## src/rtl/pipe_pkg.sv

```systemverilog
// rtl/pipe_pkg.sv - shared state encoding and constants for the skid pipeline register
package pipe_pkg;

  // Bit 0 marks main valid, bit 1 marks skid valid, so the handshake
  // outputs decode straight from single state register bits.
  typedef enum logic [1:0] {
    EMPTY = 2'b00,
    FULL  = 2'b01,
    SKID  = 2'b11
  } pipereg_state_t;

  localparam int PERF_CNT_W = 32;

endpackage

```

## src/rtl/pipe_perf_cnt.sv

```systemverilog
// rtl/pipe_perf_cnt.sv - downstream stall and bubble cycle counters (wrap at 2^PERF_CNT_W)
module pipe_perf_cnt
  import pipe_pkg::*;
(
  input  logic                  clk_i,
  input  logic                  reset_i,
  input  logic                  valid_i,
  input  logic                  ready_i,
  output logic [PERF_CNT_W-1:0] stall_cnt_o,
  output logic [PERF_CNT_W-1:0] bubble_cnt_o
);

  logic [PERF_CNT_W-1:0] stall_q, stall_d;
  logic [PERF_CNT_W-1:0] bubble_q, bubble_d;

  always_comb begin
    stall_d  = stall_q;
    bubble_d = bubble_q;
    if (valid_i && !ready_i) stall_d = stall_q + 1'b1;
    if (!valid_i && ready_i) bubble_d = bubble_q + 1'b1;
  end

  always_ff @(posedge clk_i or negedge reset_i) begin
    if (!reset_i) begin
      stall_q  <= '0;
      bubble_q <= '0;
    end else begin
      stall_q  <= stall_d;
      bubble_q <= bubble_d;
    end
  end

  assign stall_cnt_o  = stall_q;
  assign bubble_cnt_o = bubble_q;

endmodule

```

## src/rtl/pipereg_skid.sv

```systemverilog
// rtl/pipereg_skid.sv - registered-ready pipeline stage with skid buffer and flush
// Optional stall/bubble counters when PIPEREG_SKID_PERF_EN is defined.
module pipereg_skid
  import pipe_pkg::*;
#(
  parameter int                DATA_W  = 32,
  parameter logic [DATA_W-1:0] RST_VAL = '0
) (
  input  logic                  clk_i,
  input  logic                  reset_i,
  input  logic                  in_valid_i,
  output logic                  in_ready_o,
  input  logic [DATA_W-1:0]     in_data_i,
  output logic                  out_valid_o,
  input  logic                  out_ready_i,
  output logic [DATA_W-1:0]     out_data_o,
  input  logic                  flush_i,
`ifdef PIPEREG_SKID_PERF_EN
  output logic [PERF_CNT_W-1:0] stall_cnt_o,
  output logic [PERF_CNT_W-1:0] bubble_cnt_o,
`endif
  output logic [1:0]            occ_o
);

  pipereg_state_t    state_q, state_d;
  logic [DATA_W-1:0] main_q, main_d;
  logic [DATA_W-1:0] skid_q, skid_d;
  logic              accept, fire;

  assign in_ready_o  = ~state_q[1];
  assign out_valid_o = state_q[0];
  assign out_data_o  = main_q;
  assign occ_o       = {state_q[1], state_q[0] & ~state_q[1]};

  assign accept = in_valid_i & in_ready_o;
  assign fire   = out_valid_o & out_ready_i;

  // Flush wins over everything; data registers keep their stale contents.
  always_comb begin
    state_d = state_q;
    main_d  = main_q;
    skid_d  = skid_q;
    if (flush_i) begin
      state_d = EMPTY;
    end else begin
      case (state_q)
        EMPTY: begin
          if (accept) begin
            main_d  = in_data_i;
            state_d = FULL;
          end
        end
        FULL: begin
          if (accept && fire) begin
            main_d = in_data_i;
          end else if (accept) begin
            skid_d  = in_data_i;
            state_d = SKID;
          end else if (fire) begin
            state_d = EMPTY;
          end
        end
        SKID: begin
          if (fire) begin
            main_d  = skid_q;
            state_d = FULL;
          end
        end
        default: state_d = EMPTY;
      endcase
    end
  end

  always_ff @(posedge clk_i or negedge reset_i) begin
    if (!reset_i) begin
      state_q <= EMPTY;
      main_q  <= RST_VAL;
      skid_q  <= RST_VAL;
    end else begin
      state_q <= state_d;
      main_q  <= main_d;
      skid_q  <= skid_d;
    end
  end

`ifdef PIPEREG_SKID_PERF_EN
  pipe_perf_cnt u_perf (
    .clk_i        (clk_i),
    .reset_i      (reset_i),
    .valid_i      (out_valid_o),
    .ready_i      (out_ready_i),
    .stall_cnt_o  (stall_cnt_o),
    .bubble_cnt_o (bubble_cnt_o)
  );
`endif

endmodule

```

## config.mk

```make
export PLATFORM = sky130hd
export DESIGN_NAME = pipereg_skid
export DESIGN_NICKNAME = d
export VERILOG_FILES = /design/src/rtl/pipe_pkg.sv /design/src/rtl/pipe_perf_cnt.sv /design/src/rtl/pipereg_skid.sv
export SDC_FILE = /design/constraint.sdc
export NUM_CORES = 1
export LEC_CHECK = 0
export ABC_AREA = 1
export BUFFER_PORTS_ARGS = -buffer_cell sky130_fd_sc_hd__buf_2
export CAP_MARGIN = 20
export CORE_MARGIN = 5
export CORE_UTILIZATION = 54
export CTS_CLUSTER_SIZE = 30
export DETAILED_ROUTE_END_ITERATION = 10
export PLACE_DENSITY = 0.8
export SYNTH_ARGS = -nofsm -noshare
export SYNTH_HDL_FRONTEND = slang
export SYNTH_SLANG_ARGS = --single-unit
```

## constraint.sdc

```tcl
create_clock -name clk_i -period 2 [get_ports clk_i]
set_clock_uncertainty 0.1 [all_clocks]
set_input_delay 0.4 -clock clk_i [delete_from_list [all_inputs] [get_ports clk_i]]
set_output_delay 0.4 -clock clk_i [all_outputs]
set_load 0.03 [all_outputs]
```

==> results of run 1 <==
-- final timing paths --
kind                                start             end  slack [ns]  cells past startpoint
max in group asynchronous         reset_i      state_q[1]        1.00                      3
max reg2reg                    state_q[0]  out_data_o[26]        0.17                      8
min reg2reg                out_data_o[25]  out_data_o[25]        0.37                      2
max                            state_q[1]        occ_o[0]         0.1                      3
min in group asynchronous         reset_i  out_data_o[30]        0.50                      3
min                         in_data_i[25]      skid_q[25]        0.19                      3
-- metal layers --
metal	part of all wire	global-route usage	vias to the layer above
met3	0.057	0.0399	11
li1	-	-	1368
met4	0.014	0.0892	0
met1	0.46	0.260	1237
met5	0	0	-
met2	0.47	0.306	74
-- sequential cells by signal, indices dropped and copies added, names as in the netlist --
| signal | cells |
|---|---|
| out_data_o | 32 |
| skid_q | 32 |
| state_q | 2 |
-- logic make-up (layout without fill, tap and decap cells) --
group | count (synthesis) | in the layout | synth area share
adders and majority gates | 5 | 5 | 0.0198
DFF | 66 | 66 | 0.523
buffers and inverters | 63 | 138 | 0.0932
AOI/OAI and AO/OA | 67 | 67 | 0.110
and+or+nand+nor | 189 | 190 | 0.254
-- area by class of cell --
| class | instances | area (µm²) |
|---|---|---|
| flip-flops and latches | 66 | 1650 |
| well taps | 72 | 90.1 |
| clock inverters | 3 | 17.5 |
| fillers | 481 | 1830 |
| clock buffers | 11 | 141 |
| multi-input cells | 262 | 1230 |
| inverters | 42 | 158 |
| repair buffers | 82 | 488 |
-- worst register-to-register path: stages (launching register included) --
cell,delay [ns]
dfrtp_2,0.46
inv_1,0.09
ha_1,0.22
nand2_1,0.22
nand2_1,0.15
nor2_4,0.11
buf_4,0.24
nand3_1,0.12
nand2_1,0.08
-- through the flow --
stage          worst slack [ns]  utilization  instances  instance area, µm²  power (W)
2_1_floorplan             0.131            -        390                3160    0.00413
3_3_place_gp              0.105        0.639        521                3580    0.00473
5_1_grt                0.000842        0.674        538                3780    0.00621
4_1_cts                  0.0104        0.669        536                3750    0.00577
3_5_place_dp             0.0196        0.639        521                3580    0.00483
6_report                 0.0976        0.674        538                3780    0.00577
-- timing repair --
action	in CTS	in global routing
hold buffers	1	0
gates resized for setup	0	3
endpoints found under the hold margin	62	0
endpoints found under the setup margin	1	33
cloned	0	1
pin swaps	1	2
buffers inserted	0	1
-- placed cells by master, fill, tap and decap left out, drive strengths merged --
master,synthesis,routed
ha,5,5
buf,19,81
inv,41,41
clkinv,1,3
a21oi,29,29
nand2,116,116
nand3,39,40
o21ai,38,38
dlygate4sd3,0,1
clkbuf,2,11
nor2,34,34
dfrtp,66,66
clkinvlp,0,1
-- power breakdown --
part	internal [W]	total, W	switching, W
Combinational	0.000779	0.00252	0.00174
Clock	0.000465	0.000928	0.000462
Sequential	0.00199	0.00233	0.000340
Total	0.00323	0.00577	0.00254
==> reports/results.ini, run 1 <==
[run_status]
outcome = finished, final reports clean

[routing]
drtPass1Iterations = 4
ant_nets = 0
drcViolationCount = 0
drtIter0Drc = 127
routed_via_density = 5.00
wirelength_um = 7010
vias = 2690
wl_per_cell_um = 13.0

[cells_and_area]
diodes = 0
syn_to_final_growth_pct = 19.7
layout-drive-gt1-share = 0.230
finalNetCount = 505

[clock_network]
cts_tree = done
clk_path_buf_depth = 2
cts_root_buffer = clkbuf_8
htreeDepth = 3
clk_pin_slew_ns = 0.07
cts_buffers = 9
clkLatencyLatePin_ns = 0.33
cts.sinks = 66

[logic_synthesis]
synth_nets = 432
ys.flop_type = dfrtp_1
post-synth-top-count-cell = nand2_1
yosys-top-cells-area = dfrtp_1 (52%), nand2_1 (14%), nand3_1 (5.9%)
synth_top_area_frac = 0.523
synth_seq_cells = 66
synth_area_um2 = 3160
ys_top_cells_by_count = nand2_1 (114), dfrtp_1 (66), inv_1 (39)
ys_seq_area_frac = 0.523
synth_warnings = 0
synth_cell_types = 20
synth_edf_count = 0
yosysTopAreaCell = dfrtp_1
synth-async-reset-ratio = 1.00
syn_inst = 390
syn_avg_cell_area_um2 = 8.09

[sta]
timing.fmax_mhz = 526
rsz0062_at_grt = no
fin_setup_tns_ns = 0
worst_slew_margin_rel = 0.765
min_period_ns = 1.90
worst_slew_pin_slew_ns = 0.353
holdWs_ns = 0.192
setup-violations-final = 0
finalHoldViolations = 0
min_period_over_period = 0.951
slew_violations = 0

[grt]
grt_max_degree = 67
grt_pass1_vias = 2572
overflow = 0
antenna_found_initial = 0
grt_pass1_wl_um = 11500
track_usage = 0.195

[critical_path]
crit_path_end_kind = output port
cp_top_family = flip-flops
slowest_delay_ns = 0.45
crit_fanout = 7
slowest_stage = dfrtp_2
crit_path_start_kind = flop
cp.arrival_ns = 1.40
required_ns = 1.50
crit_chain = inv_2 > ha_1 > buf_2
path_class = reg -> out
cp.buffers_inverters = 2

[floorplanning]
start_util = 0.563
io_pins = 73
die_height_um = 86.4
core_area_um2 = 5610
fp-row-count = 27
dieArea_um2 = 7470
dieWidth_um = 86.4

[place]
hpwl_um = 4660
place.gp.congestion = 0.879
port_buffers = 72

[min_path]
hold_path.class = in -> reg

[power_and_ir_drop]
max-vdd-ir-drop_mv = 0.861
p_leak_nw = 2.01
power.density_nw_per_um2 = 1530

[flow_run]
cap_violations = 0

Power figures use the tool's default switching activity.
==> run 2, diff against run 1 <==
Settings changed: GPL_TIMING_DRIVEN set to 1, PLACE_DENSITY 0.8 to unset, PLACE_DENSITY_LB_ADDON set to 0.12.
==> run 2 against run 1 <==
Against the previous run:
- non-clock buffer count is 1 higher
- clock power is 19% higher
- critical endpoint unchanged
- highest routed layer unchanged
- setup slack worse by 0.0015 ns
- largest cell class unchanged
- register-to-register slack about the same
- worst hold slack better by 0.0090 ns
- critical path type unchanged
- combinational power barely moved
==> reports/results.ini, run 2 (same netlist as run 1, synthesis figures left out) <==
[place]
pre_cts_ws_ns = 0.0883  ; was 0.0196 ns
hpwl_um = 4690  ; was 4660 µm
place.gp.congestion = 0.896  ; was 0.879
port_buffers = 72  ; unchanged
dpl-instance-area_um2 = 3570  ; was 3580 µm²

[floorplanning]
start_util = 0.563  ; unchanged
dieArea_um2 = 7470  ; unchanged
die_height_um = 86.4  ; unchanged
core_area_um2 = 5610  ; unchanged
dieWidth_um = 86.4  ; unchanged
fp-row-count = 27  ; unchanged
io_pins = 73  ; unchanged

[critical_path]
crit_path_end_kind = output port  ; unchanged
critical_path_depth = 3  ; unchanged
reg2regPathDepth = 6  ; was 8
cp_top_family = flip-flops  ; unchanged
slowest_stage = dfrtp_1  ; was dfrtp_2
path_class = reg -> out  ; unchanged
startpoint = state_q[1]  ; unchanged
r2r-start = state_q[1]  ; was state_q[0]
slowest_delay_ns = 0.44  ; was 0.45 ns
required_ns = 1.50  ; about the same
crit_path_start_kind = flop  ; unchanged
cp.buffers_inverters = 2  ; unchanged
cp.arrival_ns = 1.40  ; about the same
crit_chain = inv_2 > ha_1 > buf_2  ; unchanged
crit_fanout = 7  ; unchanged

[routing]
routed_via_density = 4.98  ; was 5.00
drtPass1Iterations = 5  ; was 4
ant_nets = 0  ; unchanged
wl_per_cell_um = 12.9  ; was 13.0 µm
vias = 2682  ; was 2690
wirelength_um = 6950  ; was 7010 µm
drtIter0Drc = 142  ; was 127
drcViolationCount = 0  ; unchanged

[sta]
worst_slew_pin_slew_ns = 0.479  ; was 0.353 ns
setup-violations-final = 0  ; unchanged
slew_violations = 0  ; unchanged
fin_setup_tns_ns = 0  ; unchanged
timing.fmax_mhz = 525  ; was 526 MHz
worst_slew_margin_rel = 0.681  ; was 0.765
min_period_ns = 1.90  ; about the same
min_period_over_period = 0.952  ; was 0.951
fin_ws_ns = 0.0961  ; was 0.0976 ns
rsz0062_at_grt = yes  ; was no
finalHoldViolations = 0  ; unchanged

[flow_run]
cap_violations = 0  ; unchanged

[grt]
track_usage = 0.193  ; was 0.195
grt_max_degree = 49  ; was 67
antenna_found_initial = 0  ; unchanged
overflow = 0  ; unchanged
grt_pass1_vias = 2550  ; was 2572
grt_pass1_wl_um = 11400  ; was 11500 µm

[min_path]
holdPathStages = 3  ; unchanged
hp-start = in_data_i[1]  ; was in_data_i[25]
hold_path.class = in -> reg  ; unchanged

[cells_and_area]
diodes = 0  ; unchanged
fin_util = 0.677  ; was 0.674
finalNetCount = 506  ; was 505
layout-drive-gt1-share = 0.233  ; was 0.230
postLayoutCellArea_um2 = 3790  ; was 3780 µm²
layout_common_cells = nand2_1 (113), buf_2 (72), dfrtp_1 (65), inv_1 (39)  ; was nand2_1 (114), buf_2 (72), dfrtp_1 (64), inv_1 (39)
syn_to_final_growth_pct = 20.3  ; was 19.7%
final_common_cell = nand2_1  ; unchanged

[clock_network]
cts.sinks = 66  ; unchanged
htreeDepth = 3  ; unchanged
clk_path_buf_depth = 2  ; unchanged
clkLatencyLatePin_ns = 0.33  ; about the same
cts_tree = done  ; unchanged
cts_root_buffer = clkbuf_8  ; unchanged
clk_pin_slew_ns = 0.07  ; about the same
cts_buffers = 9  ; unchanged

[run_status]
outcome = finished, final reports clean  ; unchanged

[power_and_ir_drop]
power.density_nw_per_um2 = 1560  ; was 1530 nW/µm²
p_leak_nw = 2.03  ; was 2.01 nW
max-vdd-ir-drop_mv = 0.750  ; was 0.861 mV

==> run 2: cell types whose count changed in the layout (fill, tap and decap cells not counted), sizes merged <==
cell      previous run  this run
buf                 81        82
bufinv               0         1
clkinvlp             1         0
==> run 2: path summary, 6_finish.rpt <==
kind                       slack [ns]             end
max                               0.1        occ_o[0]
min                              0.20       skid_q[1]
max reg2reg                      0.16  out_data_o[30]
min reg2reg                      0.36   out_data_o[0]
max in group asynchronous        0.77      skid_q[26]
min in group asynchronous        0.45   out_data_o[0]
==> run 2: tightest hold or removal path, cell delays in order <==
cell and delay, ns:
buf_2 0.09, inv_1 0.05, a21oi_1 0.05
==> run 2: layer usage <==
metal  vias up  GRT usage  part of all wire
li1       1375          -                 -
met1      1237      0.244              0.46
met2        64      0.318              0.47
met5         -          0                 0
met4         0     0.0595            0.0093
met3         6     0.0570             0.062
==> run 2: repair_timing <==
| item | 4_1_cts | 5_1_grt |
|---|---|---|
| setup endpoints to repair | 0 | 32 |
| hold buffers | 1 | 0 |
| hold endpoints to repair | 18 | 0 |
| setup buffers | 0 | 0 |
| resized for setup | 0 | 3 |
==> run 2: layout make-up <==
type                    instances  area [µm²]
fillers                       493        1810
flip-flops and latches         66        1650
multi-input cells             262        1230
repair buffers                 83         470
inverters                      42         158
clock buffers                  11         151
well taps                      72        90.1
clock inverters                 3        40.0
==> run 2: where the power goes <==
part	leakage, nW	internal, W	total (W)	switching [W]
clock network	0.101	0.000626	0.00110	0.000477
logic	1.15	0.000759	0.00249	0.00173
registers	0.782	0.00199	0.00233	0.000345
==> run 2: through the flow <==
step	total power, W	instances	hold slack, ns
global route	0.00638	539	0.189
detailed placement	0.00482	523	0.287
CTS	0.00593	538	0.190
finish	0.00592	539	0.201
floorplan	0.00413	390	0.00441
global placement	0.00474	523	0.286
==> run 3, diff against run 2 <==
Settings changed: ABC_AREA 1 to unset.
==> run 3 against run 2 <==
Against the previous run:
- sequential power grew 3%
- cell area grew 4.6%
- wire length shrank 15%
- non-clock buffer count shrank 2
- fmax shrank 0.67%
- cell count shrank 34%
- sequential cell count is the same
- worst hold slack lost 0.012 ns
- synthesized cell count shrank 49%
- global-route usage shrank 2.4 points
- largest cell class unchanged
- largest power group unchanged
==> reports/results.ini, run 3 <==
[floorplanning]
start_util = 0.552  ; was 0.563
dieArea_um2 = 7670  ; was 7470 µm²
io_pins = 73  ; unchanged
dieWidth_um = 87.6  ; was 86.4 µm
fp-row-count = 28  ; was 27
core_area_um2 = 5890  ; was 5610 µm²
die_height_um = 87.6  ; was 86.4 µm

[cells_and_area]
seq_area_um2 = 1650  ; unchanged
diodes = 0  ; unchanged
final_common_cell = buf_2  ; was nand2_1
layout-drive-gt1-share = 0.707  ; was 0.233
layout_common_cells = buf_2 (72), dfrtp_1 (65), mux2_4 (60), mux2_2 (34), clkbuf_8 (9)  ; was nand2_1 (113), buf_2 (72), dfrtp_1 (65), inv_1 (39)
finalNetCount = 321  ; was 506
fin_cells = 358  ; was 539
syn_to_final_growth_pct = 22.1  ; was 20.3%
postLayoutCellArea_um2 = 3970  ; was 3790 µm²
fill_cells = 452  ; was 493
multi_input_area_um2 = 1520  ; was 1230 µm²

[logic_synthesis]
yosys-top-cells-area = dfrtp_1 (51%), mux2_4 (28%), mux2_2 (12%)  ; was dfrtp_1 (52%), nand2_1 (14%), nand3_1 (5.9%)
syn_inst = 198  ; was 390
synth_edf_count = 0  ; unchanged
synth_cell_types = 21  ; was 20
synth_seq_cells = 66  ; unchanged
post-synth-top-count-cell = dfrtp_1  ; was nand2_1
ys_top_cells_by_count = dfrtp_1 (66), mux2_4 (60), mux2_2 (34)  ; was nand2_1 (114), dfrtp_1 (66), inv_1 (39)
ys_seq_area_frac = 0.508  ; was 0.523
yosysTopAreaCell = dfrtp_1  ; unchanged
ys.flop_type = dfrtp_1  ; unchanged
syn_avg_cell_area_um2 = 16.4  ; was 8.09 µm²
synth_warnings = 0  ; unchanged
synth_top_area_frac = 0.508  ; was 0.523
synth-async-reset-ratio = 1.00  ; unchanged
synth_nets = 240  ; was 432
synth_area_um2 = 3250  ; was 3160 µm²

[sta]
min_period_over_period = 0.958  ; was 0.952
fin_ws_ns = 0.0832  ; was 0.0961 ns
setup-violations-final = 0  ; unchanged
min_period_ns = 1.92  ; was 1.90 ns
worst_slew_margin_rel = 0.768  ; was 0.681
worst_slew_pin_slew_ns = 0.349  ; was 0.479 ns
timing.fmax_mhz = 522  ; was 525 MHz
slew_violations = 0  ; unchanged
finalHoldViolations = 0  ; unchanged
rsz0062_at_grt = no  ; was yes
fin_setup_tns_ns = 0  ; unchanged

[grt]
grt_pass1_vias = 2003  ; was 2550
overflow = 0  ; unchanged
use_met3 = 0.0499  ; was 0.0570
busiest_layer = met1  ; was met2
met2_usage = 0.234  ; was 0.318
antenna_found_initial = 0  ; unchanged
track_usage = 0.169  ; was 0.193
gr-usage-met1 = 0.237  ; was 0.244
grt_pass1_wl_um = 9780  ; was 11400 µm
grt_max_degree = 67  ; was 49

[power_and_ir_drop]
max-vdd-ir-drop_mv = 1.01  ; was 0.750 mV
p_leak_nw = 2.02  ; was 2.03 nW
power.density_nw_per_um2 = 1640  ; was 1560 nW/µm²
power_w = 0.00651  ; was 0.00592 W

[run_status]
outcome = finished, final reports clean  ; unchanged

[place]
place.gp.congestion = 0.748  ; was 0.896
dpl-instance-area_um2 = 3750  ; was 3570 µm²
hpwl_um = 4040  ; was 4690 µm
port_buffers = 72  ; unchanged
dp.cells = 342  ; was 523
pre_cts_ws_ns = 0.113  ; was 0.0883 ns

[clock_network]
clkLatencyLatePin_ns = 0.34  ; was 0.33 ns
cts_buffers = 9  ; unchanged
htreeDepth = 3  ; unchanged
clk_path_buf_depth = 2  ; unchanged
cts.sinks = 66  ; unchanged
cts_root_buffer = clkbuf_8  ; unchanged
ctsResizeCount = 0  ; unchanged
cts_tree = done  ; unchanged
clk_pin_slew_ns = 0.07  ; about the same

[min_path]
holdPathStages = 2  ; was 3
hold_path.class = in -> reg  ; unchanged
hp-start = in_data_i[0]  ; was in_data_i[1]
hold_path_end = skid_q[0]  ; was skid_q[1]

[routing]
ant_nets = 0  ; unchanged
drtPass1Iterations = 4  ; was 5
wirelength_um = 5910  ; was 6950 µm
wl_per_cell_um = 16.5  ; was 12.9 µm
vias = 1862  ; was 2682
routed_via_density = 5.20  ; was 4.98
drcViolationCount = 0  ; unchanged
drtIter0Drc = 52  ; was 142

[critical_path]
cp.arrival_ns = 2.04  ; was 1.40 ns
crit_path_start_kind = flop  ; unchanged
crit_fanout = 18  ; was 7
required_ns = 2.12  ; was 1.50 ns
r2r-start = state_q[1]  ; unchanged
reg2regPathDepth = 6  ; unchanged
path_class = reg -> reg  ; was reg -> out
crit_path_end_kind = flop  ; was output port
reg2reg_slack_ns = 0.08  ; was 0.16 ns
r2r_end = skid_q[31]  ; was out_data_o[30]

[flow_run]
cap_violations = 0  ; unchanged

run 3: cell types whose count changed after synthesis, moves of 6 or more:
| cell | change |
|---|---|
| o21ai_0 | -37 |
| inv_1 | -37 |
| buf_4 | -6 |
| mux2_4 | +60 |
| nor2_1 | -30 |
| buf_2 | -6 |
| nand3_1 | -37 |
| a21oi_1 | -28 |
| nand2_1 | -112 |
| mux2_2 | +34 |
run 3: worst max-delay path, cell delays in order, from the launching register on:
cell and delay [ns]:
dfrtp_2 0.45, clkinvlp_4 0.18, ha_4 0.20, nand3b_1 0.14
nand2b_2 0.19, buf_12 0.20, mux2_1 0.33
run 3: layout make-up:
| class | count | area share |
|---|---|---|
| Inverter | 2 | 0.00284 |
| Clock inverter | 6 | 0.0208 |
| Sequential cell | 66 | 0.417 |
| Multi-Input combinational cell | 119 | 0.384 |
| Timing Repair Buffer | 81 | 0.121 |
| Tap cell | 75 | 0.0237 |
| Clock buffer | 9 | 0.0312 |
run 3: timing repair:
item / CTS / global route
hold endpoints to repair: 66 / 0
hold buffers: 1 / 0
setup buffers: 0 / 0
run 3: worst max-delay path by stage:
stage               startpoint       endpoint  slack (ns)  cells after the start
floorplan           state_q[1]  out_data_o[0]       -0.06                      6
finish              state_q[1]     skid_q[31]        0.08                      6
detailed placement  state_q[1]     skid_q[31]        0.11                      6
global placement    state_q[1]     skid_q[17]        0.12                      6
CTS                 state_q[1]     skid_q[13]        0.09                      6
global route        state_q[1]      skid_q[0]       0.009                      6
run 3: logic make-up (layout without fill, tap and decap cells):
logic type / after synthesis / in the layout / synth area share
mux: 98 / 98 / 0.408
flops: 66 / 66 / 0.508
buf+inv: 13 / 98 / 0.0304
simple gates: 11 / 11 / 0.0208
fa+ha+maj: 5 / 5 / 0.0192
compound gates: 5 / 5 / 0.0131
run 3: metrics by stage:
step	util	hold WS (ns)
after global routing	0.674	0.183
after floorplan	-	0.00441
after global placement	0.637	0.350
final	0.674	0.189
after detailed placement	0.637	0.349
after CTS	0.674	0.172
run 3: layer usage:
metal  up-vias  part of all wire
li1        869                 -
met1       927              0.48
met2        58              0.43
met3         8             0.070
met4         0             0.020
met5         -                 0
run 3: where the power goes:
group	switching, W	internal, W
Combinational	0.00142	0.00150
Sequential	0.000381	0.00201
Clock	0.000507	0.000688
Total	0.00231	0.00420
